### src/rtl/shift_pkg.sv
// -----------------------------------------------------------------------------
// shift_pkg
// Shared definitions for the pipelined shifter/rotator:
//   op_e             - 3-bit operation encoding (5..7 are unused/illegal)
//   shift_payload_t  - stage payload {data, cnt, op, err} at the default width;
//                      shift_pipe declares the same layout at its own WIDTH
//   op_is_illegal()  - flags the unused encodings
// -----------------------------------------------------------------------------
package shift_pkg;

    localparam int unsigned OP_W      = 3;
    localparam int unsigned DEF_WIDTH = 16;
    localparam int unsigned DEF_CNT_W = 4;

    typedef enum logic [OP_W-1:0] {
        OP_ROL = 3'd0,
        OP_SLL = 3'd1,
        OP_ROR = 3'd2,
        OP_SRA = 3'd3,
        OP_SRL = 3'd4
    } op_e;

    typedef struct packed {
        logic [DEF_WIDTH-1:0] data;
        logic [DEF_CNT_W-1:0] cnt;
        op_e                  op;
        logic                 err;
    } shift_payload_t;

    function automatic logic op_is_illegal(input logic [OP_W-1:0] op);
        return (op > OP_SRL);
    endfunction

endpackage

### src/rtl/shift_level.sv
// -----------------------------------------------------------------------------
// shift_level
// One combinational level of the logarithmic shifter: moves the operand by a
// fixed distance DIST when enabled, according to the operation.
// Ports:
//   i_data  in  WIDTH  operand
//   i_en    in  1      apply this level (the matching count bit)
//   i_op    in  op_e   operation; unused encodings pass data through
//   o_data  out WIDTH  result of this level
// -----------------------------------------------------------------------------
module shift_level
    import shift_pkg::*;
#(
    parameter int unsigned WIDTH = 16,
    parameter int unsigned DIST  = 1
) (
    input  logic [WIDTH-1:0] i_data,
    input  logic             i_en,
    input  op_e              i_op,
    output logic [WIDTH-1:0] o_data
);

    logic [WIDTH-1:0] w_sll;
    logic [WIDTH-1:0] w_srl;
    logic [WIDTH-1:0] w_rol;
    logic [WIDTH-1:0] w_ror;
    logic [WIDTH-1:0] w_sra;
    logic [WIDTH-1:0] w_sign_fill;

    assign w_sll = i_data << DIST;
    assign w_srl = i_data >> DIST;
    // Rotates reuse the plain shifts and OR in the bits that wrapped around.
    assign w_rol = w_sll | (i_data >> (WIDTH - DIST));
    assign w_ror = w_srl | (i_data << (WIDTH - DIST));
    // Top DIST bits set to the sign bit, rest clear.
    assign w_sign_fill = {WIDTH{i_data[WIDTH-1]}} << (WIDTH - DIST);
    assign w_sra = w_srl | w_sign_fill;

    always_comb begin
        o_data = i_data;
        if (i_en) begin
            case (i_op)
                OP_ROL:  o_data = w_rol;
                OP_SLL:  o_data = w_sll;
                OP_ROR:  o_data = w_ror;
                OP_SRA:  o_data = w_sra;
                OP_SRL:  o_data = w_srl;
                default: o_data = i_data;
            endcase
        end
    end

endmodule

### src/rtl/shift_pipe.sv
// -----------------------------------------------------------------------------
// shift_pipe
// Pipelined logarithmic shifter/rotator with valid/ready on both sides.
// CNT_W log levels (level k moves by 2^k when in_cnt[k] is set) are spread
// over STAGES register stages; the last stage register is the output register.
// Ports:
//   clk, rst_n         clock (rising edge), asynchronous active-low reset
//   in_valid/in_ready  request handshake
//   in_data            operand (WIDTH)
//   in_cnt             shift/rotate amount (CNT_W)
//   in_op              operation, op_e encodings; 5..7 pass data, flag error
//   out_valid/out_ready result handshake
//   out_data           result (WIDTH)
//   out_zero           out_data == 0, registered alongside the result
//   out_err            request used an unused op encoding
// -----------------------------------------------------------------------------
module shift_pipe
    import shift_pkg::*;
#(
    parameter int unsigned WIDTH  = 16,
    parameter int unsigned CNT_W  = $clog2(WIDTH),
    parameter int unsigned STAGES = 2
) (
    input  logic             clk,
    input  logic             rst_n,
    input  logic             in_valid,
    output logic             in_ready,
    input  logic [WIDTH-1:0] in_data,
    input  logic [CNT_W-1:0] in_cnt,
    input  logic [2:0]       in_op,
    output logic             out_valid,
    input  logic             out_ready,
    output logic [WIDTH-1:0] out_data,
    output logic             out_zero,
    output logic             out_err
);

    if ((WIDTH < 4) || ((WIDTH & (WIDTH - 1)) != 0) || (CNT_W != $clog2(WIDTH)) ||
        (STAGES < 1) || (STAGES > CNT_W)) begin : g_param_check
        $error("shift_pipe: illegal WIDTH/CNT_W/STAGES combination");
    end

    typedef struct packed {
        logic [WIDTH-1:0] data;
        logic [CNT_W-1:0] cnt;
        op_e              op;
        logic             err;
    } stage_t;

    stage_t              w_in_pay;
    stage_t              w_stg_in [STAGES];
    stage_t              r_stg    [STAGES];
    logic [STAGES-1:0]   r_vld;
    logic [STAGES-1:0]   w_adv;
    logic [STAGES-1:0]   w_src_vld;
    logic                r_zero;

    assign w_in_pay = '{data: in_data,
                        cnt:  in_cnt,
                        op:   op_e'(in_op),
                        err:  op_is_illegal(in_op)};

    // ------------------------------------------------------------------
    // Log levels. Level k feeds register stage floor(k*STAGES/CNT_W); the
    // first level of a stage reads the previous stage register (or the
    // input port for stage 0), the last level of a stage drives its D input.
    // ------------------------------------------------------------------
    for (genvar k = 0; k < CNT_W; k++) begin : g_lvl
        localparam int unsigned STG   = (k * STAGES) / CNT_W;
        localparam bit          FIRST = (k == 0) ||
                                        ((((k - 1) * STAGES) / CNT_W) != STG);
        localparam bit          LAST  = (k == CNT_W - 1) ||
                                        ((((k + 1) * STAGES) / CNT_W) != STG);

        stage_t           w_in;
        stage_t           w_out;
        logic [WIDTH-1:0] w_shifted;

        if (!FIRST) begin : g_chain
            assign w_in = g_lvl[k-1].w_out;
        end else if (STG == 0) begin : g_port
            assign w_in = w_in_pay;
        end else begin : g_reg
            assign w_in = r_stg[STG-1];
        end

        shift_level #(
            .WIDTH (WIDTH),
            .DIST  (2 ** k)
        ) u_level (
            .i_data (w_in.data),
            .i_en   (w_in.cnt[k]),
            .i_op   (w_in.op),
            .o_data (w_shifted)
        );

        assign w_out = '{data: w_shifted, cnt: w_in.cnt, op: w_in.op, err: w_in.err};

        if (LAST) begin : g_stage_d
            assign w_stg_in[STG] = w_out;
        end
    end

    // ------------------------------------------------------------------
    // Handshake: a stage advances when empty or when its successor
    // advances; the last stage advances when empty or out_ready is high.
    // ------------------------------------------------------------------
    if (STAGES == 1) begin : g_src_one
        assign w_src_vld = in_valid;
    end else begin : g_src_many
        assign w_src_vld = {r_vld[STAGES-2:0], in_valid};
    end

    always_comb begin
        w_adv             = '0;
        w_adv[STAGES-1]   = !r_vld[STAGES-1] || out_ready;
        for (int unsigned j = 1; j < STAGES; j++) begin
            w_adv[STAGES-1-j] = !r_vld[STAGES-1-j] || w_adv[STAGES-j];
        end
    end

    always_ff @(posedge clk or negedge rst_n) begin
        if (!rst_n) begin
            r_vld  <= '0;
            r_zero <= 1'b0;
            for (int unsigned s = 0; s < STAGES; s++) begin
                r_stg[s] <= '0;
            end
        end else begin
            for (int unsigned s = 0; s < STAGES; s++) begin
                if (w_adv[s]) begin
                    r_vld[s] <= w_src_vld[s];
                    // Payload only moves with valid work so a drained stage
                    // keeps its last value instead of toggling on bubbles.
                    if (w_src_vld[s]) begin
                        r_stg[s] <= w_stg_in[s];
                    end
                end
            end
            if (w_adv[STAGES-1] && w_src_vld[STAGES-1]) begin
                r_zero <= (w_stg_in[STAGES-1].data == '0);
            end
        end
    end

    assign in_ready  = w_adv[0];
    assign out_valid = r_vld[STAGES-1];
    assign out_data  = r_stg[STAGES-1].data;
    assign out_err   = r_stg[STAGES-1].err;
    assign out_zero  = r_zero;

endmodule

### config.mk
export PLATFORM = sky130hd
export DESIGN_NAME = shift_pipe
export DESIGN_NICKNAME = d
export VERILOG_FILES = /design/src/rtl/shift_pkg.sv /design/src/rtl/shift_level.sv /design/src/rtl/shift_pipe.sv
export SDC_FILE = /design/constraint.sdc
export NUM_CORES = 1
export LEC_CHECK = 0
export BUFFER_PORTS_ARGS = -buffer_cell sky130_fd_sc_hd__buf_2
export CAP_MARGIN = 20
export CORE_MARGIN = 4
export CORE_UTILIZATION = 47
export CTS_CLUSTER_SIZE = 28
export DETAILED_ROUTE_END_ITERATION = 10
export GPL_TIMING_DRIVEN = 0
export PLACE_DENSITY = 0.68
export SYNTH_ARGS = -nofsm -noshare
export SYNTH_HDL_FRONTEND = slang
export SYNTH_SLANG_ARGS = --single-unit
### constraint.sdc
create_clock -name clk -period 3.2 [get_ports clk]
set_input_delay 0.48 -clock clk [delete_from_list [all_inputs] [get_ports clk]]
set_output_delay 0.48 -clock clk [all_outputs]
set_load 0.01 [all_outputs]
==> results of run 1 <==
==> worst max-delay path, delay by kind of cell <==
kind            cells  cell delay (ns)
mux                 1             0.12
buf+inv             3             0.60
compound gates      4             1.24
simple gates        1             0.17
==> layout make-up <==
cell class / instances / area, sq um / share of cell area (%)
timing repair buffer: 46 / 230 / 6.41
clock buffer: 5 / 68.8 / 1.92
buffer: 31 / 160 / 4.46
tap: 77 / 96.3 / 2.68
multi-input combinational: 322 / 1930 / 53.8
sequential: 42 / 1050 / 29.3
clock inverter: 3 / 43.8 / 1.22
inverter: 2 / 7.51 / 0.209
==> per-layer routing <==
metal	global-route usage, %	wire, microns	up-vias
li1	-	-	1564
met1	32.4	4140	1541
met2	35.8	4200	144
met3	5.76	709	24
met4	5.87	214	0
met5	0	0	-
==> layout by cell type (no fill, tap or decap), drive strengths merged, types with 2 or more instances in the layout <==
| cell | count |
|---|---|
| a21o | 5 |
| a21oi | 56 |
| a221oi | 2 |
| a22oi | 6 |
| a31oi | 2 |
| a32oi | 2 |
| and2 | 3 |
| buf | 60 |
| clkbuf | 22 |
| dfrtp | 42 |
| inv | 3 |
| mux2 | 11 |
| mux2i | 22 |
| nand2 | 65 |
| nand2b | 8 |
| nand3 | 5 |
| nand3b | 5 |
| nor2 | 16 |
| nor2b | 8 |
| nor3 | 3 |
| nor3b | 3 |
| o211ai | 2 |
| o21a | 5 |
| o21ai | 56 |
| o221a | 4 |
| o22ai | 7 |
| o311ai | 3 |
| o31ai | 9 |
| o32ai | 3 |
==> power by group through the flow <==
| stage | registers, mW | clock network [mW] | logic, mW |
|---|---|---|---|
| 6_report | 0.769 | 0.434 | 0.829 |
| 5_1_grt | 0.785 | 0.471 | 0.921 |
| 4_1_cts | 0.764 | 0.440 | 0.823 |
| 3_5_place_dp | 0.775 | 0 | 0.819 |
| 3_3_place_gp | 0.770 | 0 | 0.819 |
| 2_1_floorplan | 0.777 | 0 | 0.533 |
==> state kept, by name, summed over array words and instances, names as in the netlist <==
| register | cells |
|---|---|
| r_vld | 2 |
| out_err | 1 |
| out_data | 16 |
| out_zero | 1 |
| g_lvl.w_in | 22 |
==> metrics by stage <==
step | setup slack, ns | instances | area, sq um | hold slack (ns) | util, %
2_1_floorplan | 1.13 | 397 | 3150 | 0.184 | -
3_3_place_gp | 0.410 | 520 | 3480 | 0.462 | 54.2
3_5_place_dp | 0.407 | 520 | 3480 | 0.463 | 54.2
4_1_cts | 0.729 | 528 | 3590 | 0.348 | 55.9
5_1_grt | 0.518 | 528 | 3590 | 0.371 | 55.9
6_report | 0.746 | 528 | 3590 | 0.305 | 55.9
==> kinds of logic after synthesis <==
group	Yosys count	share of synthesized area, %
AO/OA/AOI/OAI	168	32.4
buffers and inverters	33	5.32
flip-flops	42	33.3
multiplexers	33	10.9
AND/OR/NAND/NOR	121	18.1
==> worst paths after layout <==
kind	from	to	slack, ns	cells after the start
worst max-delay path	in_op[0]	g_lvl[2].w_in[20]	0.75	9
worst min-delay path	rst_n	out_zero	0.30	1
worst max register to register	g_lvl[2].w_in[3]	out_zero	0.81	8
worst min register to register	out_data[14]	out_data[14]	0.48	2
max in group asynchronous	rst_n	g_lvl[2].w_in[21]	2.31	1
min in group clk	in_valid	r_vld[0]	0.37	2
==> implementation parameters, run 1 <==
Parameter                              Value

Synth
  Yosys warning count    0
  Top post-synthesis cells by area    dfrtp_1 33%, a21oi_1 8.9%, o21ai_0 8.4%, nand2_1 7.7%, mux2i_1 7.0%
  Portion of synthesized cell area occupied by the leading cell type    33.3%
  Total of flip-flops plus latches after synthesis    42
  Leading post-synthesis cells by instance count    65 x nand2_1, 56 x a21oi_1, 53 x o21ai_0, 42 x dfrtp_1, 22 x mux2i_1
  Area of the mapped netlist    3150 sq um
  Unique masters post-synth    52
  Synthesized Nets    424
  Count of flip-flops with a built-in enable after synthesis    0
  Dominant cell by count in the synthesized netlist    nand2_1
  Average cell area after synthesis    7.94 sq um
  Sequential cell area fraction in the yosys report    33.3%
  Mapped Cells    397
  Prevailing post-synth register cell    dfrtp_1
  Top cell type by total area after synthesis    dfrtp_1
  Fraction of synthesis flops using an asynchronous set or reset pin    100%

Floorplan
  Die span in y    89.9 microns
  Overall die area    8080 sq um
  Ports    47
  Effective utilization at floorplan    49.1%
  Cell row count    29
  Area of the core region    6420 sq um
  Die width    89.9 microns

STA
  Worst relative slew slack    38.1%
  Aggregate negative setup slack    0 ns
  Period minus WS final    2.45 ns
  Portion of the clock cycle consumed by the worst path in the final layout    76.7%
  Max-slew violation total from the final report    0
  Transition time at the pin with the least slew margin    0.928 ns
  Hold violation count in the final report    0
  Maximum clock rate    408 MHz
  Clock Skew    0.00524 ns
  Setup violators final    0
  RSZ-0062 raised after global routing    false

Clock network
  Clock tree from TritonCTS    yes
  Hold buffer count at cts    0
  Cts bufs inserted    5
  Clock Tree Buf Depth    2
  Clock network latency to the later pin of the worst-skew pair    0.31 ns
  Root Buffer Master    clkbuf_8
  # clock sinks    42
  Post-cts resize count    0
  Number of H-tree branching levels    2
  Post-CTS clock slew at the launch and capture registers of the worst setup and hold paths    0.09 ns
  Post CTS Setup Buffer Count    0

Finish
  Fill cell total of the finished layout    628
  # nets final    477
  Inserted Diodes    0
  Proportion of layout cells with a drive suffix above 1    19.3%
  Layout-stage area growth over the synthesis result    13.9%

Power
  Total leakage power    1.54 nW
  Pwr per Cell Area    566 nW/um^2
  Overall power of the completed layout    2.03 mW
  Fraction of power consumed by combinational cells    40.8%
  Clock network power share    21.4%
  Internal power    1.21 mW
  Share of power burned in registers    37.8%
  Switch share    40.3%
  Net switching power figure    818 uW
  Worst VDD drop    266 uV

GRT
  Wire length of the first global-routing pass    15500 microns
  Global routing usage summed across all routing layers    23.1%
  Number of antenna violations at the first check in global routing    0
  Vias in the first global route    3045
  Overflow after GRT    0
  Pin count of the biggest net entering global routing    43

Routing
  Detail Route Antenna Nets    0
  Residual DRC count    0
  Post-detailed-routing wire length    9270 microns
  Initial DRC count    263
  Post-DR wirelength/cell    17.6 microns
  Pre-Repair DR Iteration Count    5
  Total via count after detailed routing    3273
  Vias per Instance    6.20

Worst setup path
  Worst setup SP type    input pin
  Slowest cell delay on critical path    0.60 ns
  Critical path class    input pin to flip-flop
  Critical path data required time    3.38 ns
  Arrival time of the worst setup path    2.64 ns
  Crit-path cells    buf_2 > o21ai_0 > nand2_1 > buf_2 > buf_1 > a21oi_1 > mux2i_1 > o21ai_0 > o21ai_0
  Max Fanout on Critical Path    10
  CP max-delay cell    o21ai_0
  Most Frequent Cell on Critical Path    o21ai_0
  Endpoint type of the worst setup path    flip-flop

Run
  Maximum Capacitance Violations    0

Run status
  Status    finished clean

Hold path
  Class of the worst hold path    input pin to asynchronous set/reset pin

Place
  Placer Congestion    0.951
  Detailed Place HPWL    7120 microns
  Port Buffer Count    46
Note: power is estimated with default switching activity, not from simulation.
==> run 2: changes to the inputs <==
ABC_AREA = 1   (was unset)
PLACE_DENSITY = 0.71   (was 0.68)
clock period = 2.2 ns   (was 3.2 ns; I/O delays follow)
==> run 2 against run 1 <==
  * Die area is 2.8% lower
  * Sequential share of layout area is 0.98 points higher
  * Synthesized cell count is 23% higher
  * Utilization is 1.2 points lower
  * Setup slack worse by 0.56 ns
  * Wire length is 11% lower
  * Highest routed layer unchanged
==> implementation parameters, run 2 <==
Parameter                              Value

Run status
  Status    finished clean

Worst setup path
  Logic depth of the worst setup path including buffers    10
  Crit-path cells    o21ai_4 > nand2_4 > buf_6 > nand2_1 > o21ai_1 > o21ai_0 > nand2_1 > nor2_1 > nand3_1 > nand2_1
  Critical path data required time    2.43 ns
  R2R cell count    10
  Start of the worst register-to-register path    g_lvl[2].w_in[1]
  Critical path class    flip-flop to flip-flop
  Destination of the critical timing path    out_zero
  Arrival time of the worst setup path    2.25 ns
  Endpoint type of the worst setup path    flip-flop
  Kind of cell adding the most delay to the critical path    compound AO/OA/AOI/OAI gates
  CP bufs+invs    1
  Worst setup SP type    flip-flop
  Worst R2R Setup Slack    0.19 ns
  Terminus of the critical flop-to-flop path    out_zero
  Max Fanout on Critical Path    10
  Most Frequent Cell on Critical Path    nand2_1
  Slowest cell delay on critical path    0.49 ns
  Critical path origin    g_lvl[2].w_in[1]
  CP max-delay cell    dfrtp_1

Power
  Total leakage power    1.85 nW
  Internal power    1.69 mW
  Overall power of the completed layout    2.91 mW
  Pwr per Cell Area    837 nW/um^2
  Clock network power share    17.4%
  Net switching power figure    1.22 mW
  Share of power burned in registers    38.3%
  Fraction of power consumed by combinational cells    44.3%
  Switch share    41.8%
  Worst VDD drop    485 uV

Hold path
  Class of the worst hold path    input pin to asynchronous set/reset pin

GRT
  Global routing usage summed across all routing layers    22.5%
  Overflow after GRT    0
  Wire length of the first global-routing pass    14200 microns
  Pin count of the biggest net entering global routing    43
  Vias in the first global route    3163
  Number of antenna violations at the first check in global routing    0

Finish
  Largest register FFs    22
  Proportion of layout cells with a drive suffix above 1    13.7%
  Layout-stage area growth over the synthesis result    13.7%
  Post-Layout Inst Area    3470 sq um
  Fill cell total of the finished layout    668
  Inserted Diodes    0
  Most common library cell in the layout ignoring fill and taps    nand2_1
  Leading cell types in the layout, fill and taps excluded    174 x nand2_1, 53 x nand3_1, 48 x inv_1, 48 x buf_2, 45 x o21ai_0
  # nets final    567

Synth
  Sequential cell area fraction in the yosys report    34.4%
  Top post-synthesis cells by area    dfrtp_1 34%, nand2_1 21%, nand3_1 8.7%, o21ai_0 7.4%, inv_1 5.9%
  Mapped Cells    487
  Fraction of synthesis flops using an asynchronous set or reset pin    100%
  Unique masters post-synth    27
  Total of flip-flops plus latches after synthesis    42
  Synthesized Nets    514
  Post-synthesis share of cell area spent on xor and xnor gates    0%
  Prevailing post-synth register cell    dfrtp_1
  Post-synthesis simple-gate area fraction    37.3%
  Portion of synthesized cell area occupied by the leading cell type    34.4%
  Dominant cell by count in the synthesized netlist    nand2_1
  Average cell area after synthesis    6.28 sq um
  Leading post-synthesis cells by instance count    174 x nand2_1, 53 x nand3_1, 48 x inv_1, 45 x o21ai_0, 42 x dfrtp_1
  Count of flip-flops with a built-in enable after synthesis    0
  Yosys warning count    0
  Area of the mapped netlist    3060 sq um
  Post-synthesis share of cell area spent on full adders, half adders and majority gates    0%
  Mux share of post-synthesis cell area    0%
  Largest family of logic cells by synthesized area    simple AND/OR/NAND/NOR gates
  Top cell type by total area after synthesis    dfrtp_1
  Synth Area in Compound Gates    18.5%

STA
  Transition time at the pin with the least slew margin    0.886 ns
  Clock Skew    0.00272 ns
  Period minus WS final    2.01 ns
  Aggregate negative setup slack    0 ns
  RSZ-0062 raised after global routing    false
  Worst relative slew slack    40.9%
  Hold violation count in the final report    0
  Max-slew violation total from the final report    0
  Fin Hold WS    0.155 ns
  Setup violators final    0
  Maximum clock rate    496 MHz
  Portion of the clock cycle consumed by the worst path in the final layout    91.6%

Routing
  Post-detailed-routing wire length    8270 microns
  Post-DR wirelength/cell    13.4 microns
  Vias per Instance    5.31
  Detail Route Antenna Nets    0
  Initial DRC count    178
  Total via count after detailed routing    3281
  Pre-Repair DR Iteration Count    5
  Residual DRC count    0

Floorplan
  Overall die area    7860 sq um
  Cell row count    29
  Die width    88.6 microns
  Effective utilization at floorplan    48.1%
  Die span in y    88.6 microns
  Ports    47
  Area of the core region    6350 sq um

Clock network
  Number of H-tree branching levels    2
  # clock sinks    42
  Clock Tree Buf Depth    2
  Clock tree from TritonCTS    yes
  Post-CTS clock slew at the launch and capture registers of the worst setup and hold paths    0.08 ns
  Post-cts resize count    0
  Root Buffer Master    clkbuf_8
  Post CTS Setup Buffer Count    0
  Cts bufs inserted    5
  Clock network latency to the later pin of the worst-skew pair    0.29 ns
  Hold buffer count at cts    0

Run
  Maximum Capacitance Violations    0

Place
  Placer Congestion    0.893
  Port Buffer Count    46
  Detailed Place HPWL    6710 microns
  Placed cell area    3380 sq um
[run 2: cell types whose count changed in the layout (fill, tap and decap cells not counted), moves of 10 or more]
cell,delta
mux2_2,-10
mux2i_1,-22
nand3_1,+50
nand2_1,+109
nor2_1,+25
a21oi_1,-40
inv_1,+46
o221ai_1,+14
[run 2: layout make-up]
type,count,area [sq um],share of cell area [%]
multi-input combinational,373,1710,49.1
sequential,42,1050,30.2
timing repair buffer,46,230,6.63
inverter,51,191,5.51
buffer,21,108,3.10
tap,77,96.3,2.77
clock buffer,7,86.3,2.48
clock inverter,1,5.00,0.144
[run 2: worst min path at each step]
stage               depth (start not counted)          endpoint  slack (ns)
floorplan                                   0  g_lvl[2].w_in[0]        0.03
finish                                      1      out_data[12]        0.15
global placement                            2           out_err        0.46
detailed placement                          2           out_err        0.47
global route                                1      out_data[12]        0.24
CTS                                         1  g_lvl[2].w_in[7]        0.19
[run 2: power by group through the flow]
| stage | Combinational (mW) | Sequential (mW) | Clock (mW) |
|---|---|---|---|
| finish | 1.29 | 1.11 | 0.506 |
| global route | 1.48 | 1.14 | 0.548 |
| CTS | 1.30 | 1.11 | 0.517 |
| detailed placement | 1.29 | 1.13 | 0 |
| global placement | 1.27 | 1.12 | 0 |
| floorplan | 0.814 | 1.18 | 0 |
[run 2: stage by stage]
step | util [%] | setup slack (ns) | std cells
4_1_cts | 54.7 | 0.202 | 618
5_1_grt | 54.7 | 0.0280 | 618
2_1_floorplan | - | 0.617 | 487
6_report | 54.7 | 0.185 | 618
3_5_place_dp | 53.3 | 0.0678 | 610
3_3_place_gp | 53.3 | 0.0581 | 610
[run 2: cell families (layout without fill, tap and decap cells)]
group | Yosys count | count (layout)
flip-flops | 42 | 42
AO/OA/AOI/OAI | 96 | 96
buffers and inverters | 72 | 126
AND/OR/NAND/NOR | 277 | 277
[run 2: routing by layer]
layer	wire length, microns	track usage, %	vias up
li1	-	-	1691
met1	3580	25.9	1465
met2	4090	41.5	103
met3	318	2.42	22
met4	282	10.2	0
met5	0	0	-
==> run 3: changes to the inputs <==
CORE_UTILIZATION = 40   (was 47)
PLACE_DENSITY = unset   (was 0.71)
==> run 3 against run 2 <==
  * Non-clock buffer count unchanged
  * Final area up 0.43%
  * Sequential cell count unchanged
  * Count of clock-buffer cells in the layout unchanged
  * Final cell count up 3.4%
  * Combinational power about the same
  * Critical path depth unchanged
  * Via count down 2.9%
  * Largest power group unchanged
==> implementation parameters, run 3 (synthesized netlist as in run 2, its figures left out) <==
Parameter                              Value

Routing
  Detail Route Antenna Nets    0
  Total via count after detailed routing    3187
  Post-detailed-routing wire length    8460 microns
  Initial DRC count    146
  Vias per Instance    4.99
  Residual DRC count    0
  Pre-Repair DR Iteration Count    5
  Post-DR wirelength/cell    13.2 microns

Worst setup path
  Crit-path cells    o21ai_4 > nand2_4 > buf_6 > nand2_1 > o21ai_1 > o21ai_0 > nand2_1 > nor2_1 > nand3_1 > nand2_1
  Worst setup SP type    flip-flop
  Arrival time of the worst setup path    2.22 ns
  CP max-delay cell    dfrtp_1
  Endpoint type of the worst setup path    flip-flop
  Slowest cell delay on critical path    0.50 ns
  Critical path class    flip-flop to flip-flop
  Critical path data required time    2.44 ns
  Most Frequent Cell on Critical Path    nand2_1
  Max Fanout on Critical Path    10

Clock network
  Root Buffer Master    clkbuf_8
  Post CTS Setup Buffer Count    0
  Clock network latency to the later pin of the worst-skew pair    0.30 ns
  Clock Tree Buf Depth    2
  # clock sinks    42
  Post-CTS clock slew at the launch and capture registers of the worst setup and hold paths    0.08 ns
  Clock tree from TritonCTS    yes
  Number of H-tree branching levels    2
  Cts bufs inserted    5

Run status
  Status    finished clean

GRT
  Pin count of the biggest net entering global routing    43
  Wire length of the first global-routing pass    14600 microns
  Vias in the first global route    3183
  Number of antenna violations at the first check in global routing    0
  Overflow after GRT    0
  Global routing usage summed across all routing layers    20.0%

Finish
  Post-layout utilization of the core    47.6%
  Inserted Diodes    0
  Proportion of layout cells with a drive suffix above 1    13.5%
  Storage element area    1050 sq um
  Layout-stage area growth over the synthesis result    14.2%
  # nets final    567
  Largest register FFs    22
  Combined area of the multi-input logic cells    1710 sq um
  Fill cell total of the finished layout    808
  Most common library cell in the layout ignoring fill and taps    nand2_1
  Leading cell types in the layout, fill and taps excluded    174 x nand2_1, 53 x nand3_1, 48 x inv_1, 48 x buf_2, 45 x o21ai_0

Floorplan
  Area of the core region    7330 sq um
  Die span in y    95.4 microns
  Ports    47
  Effective utilization at floorplan    41.7%
  Die width    95.4 microns
  Overall die area    9100 sq um
  Cell row count    31

STA
  Max-slew violation total from the final report    0
  Aggregate negative setup slack    0 ns
  Period minus WS final    1.98 ns
  Clock Skew    0.00349 ns
  Maximum clock rate    504 MHz
  Worst relative slew slack    40.6%
  Portion of the clock cycle consumed by the worst path in the final layout    90.1%
  Transition time at the pin with the least slew margin    0.891 ns
  Setup violators final    0
  RSZ-0062 raised after global routing    false
  Hold violation count in the final report    0

Place
  Placer Congestion    0.885
  Detailed Place HPWL    7010 microns
  Port Buffer Count    46

Run
  Maximum Capacitance Violations    0

Power
  Pwr per Cell Area    823 nW/um^2
  Total leakage power    1.84 nW
  Overall power of the completed layout    2.87 mW
  Worst VDD drop    260 uV

Hold path
  Class of the worst hold path    input pin to asynchronous set/reset pin
run 3: where the power goes:
part	total, mW	internal, mW	leakage (nW)	switching [mW]
combinational	1.29	0.459	1.30	0.830
clock	0.472	0.219	0.0383	0.253
sequential	1.11	0.983	0.505	0.128
total	2.87	1.66	1.84	1.21
run 3: routing by layer:
layer  vias to the layer above  global-route usage [%]  routed length [microns]
met1                      1405                    23.7                     3690
met4                         0                    7.23                      166
met2                        79                    37.0                     4270
met3                        10                    2.05                      333
met5                         -                       0                        0
li1                       1693                       -                        -
run 3: per-stage QoR:
step | area, sq um | hold WS, ns | instances | setup WS [ns]
after floorplan | 3060 | 0.0344 | 487 | 0.617
after global placement | 3410 | 0.457 | 632 | 0.0692
after detailed placement | 3410 | 0.457 | 632 | 0.0598
after CTS | 3490 | 0.190 | 639 | 0.159
after global routing | 3490 | 0.236 | 639 | 0.0390
final | 3490 | 0.156 | 639 | 0.218
run 3: path summary, 6_finish.rpt:
| check | from | end | slack, ns | cells after the start |
|---|---|---|---|---|
| max | g_lvl[2].w_in[1] | out_zero | 0.22 | 10 |
| min | rst_n | r_vld[1] | 0.16 | 1 |
| max reg2reg | g_lvl[2].w_in[1] | out_zero | 0.22 | 10 |
| min reg2reg | g_lvl[2].w_in[0] | out_err | 0.48 | 2 |
| max in group asynchronous | rst_n | g_lvl[2].w_in[22] | 1.49 | 1 |
| min in group clk | in_cnt[3] | g_lvl[2].w_in[7] | 0.23 | 3 |
run 3: cell type report:
cell class / count / area share (%)
flip-flops and latches: 42 / 30.1
multi-input cells: 373 / 49.0
plain buffers: 21 / 3.08
clock buffers: 7 / 2.19
repair buffers: 46 / 6.60
inverters: 51 / 5.49
well taps: 99 / 3.55
run 3: critical path, delay by kind of cell, from the launching register on:
family / cells / cell delay (ns)
and+or+nand+nor: 6 / 0.50
DFF: 1 / 0.50
AOI/OAI and AO/OA: 3 / 0.75
buffers and inverters: 1 / 0.17
run 3: repair_timing:
action	in CTS	in global routing
hold buffers	0	0
setup endpoints to repair	0	1
gates resized for setup	0	1
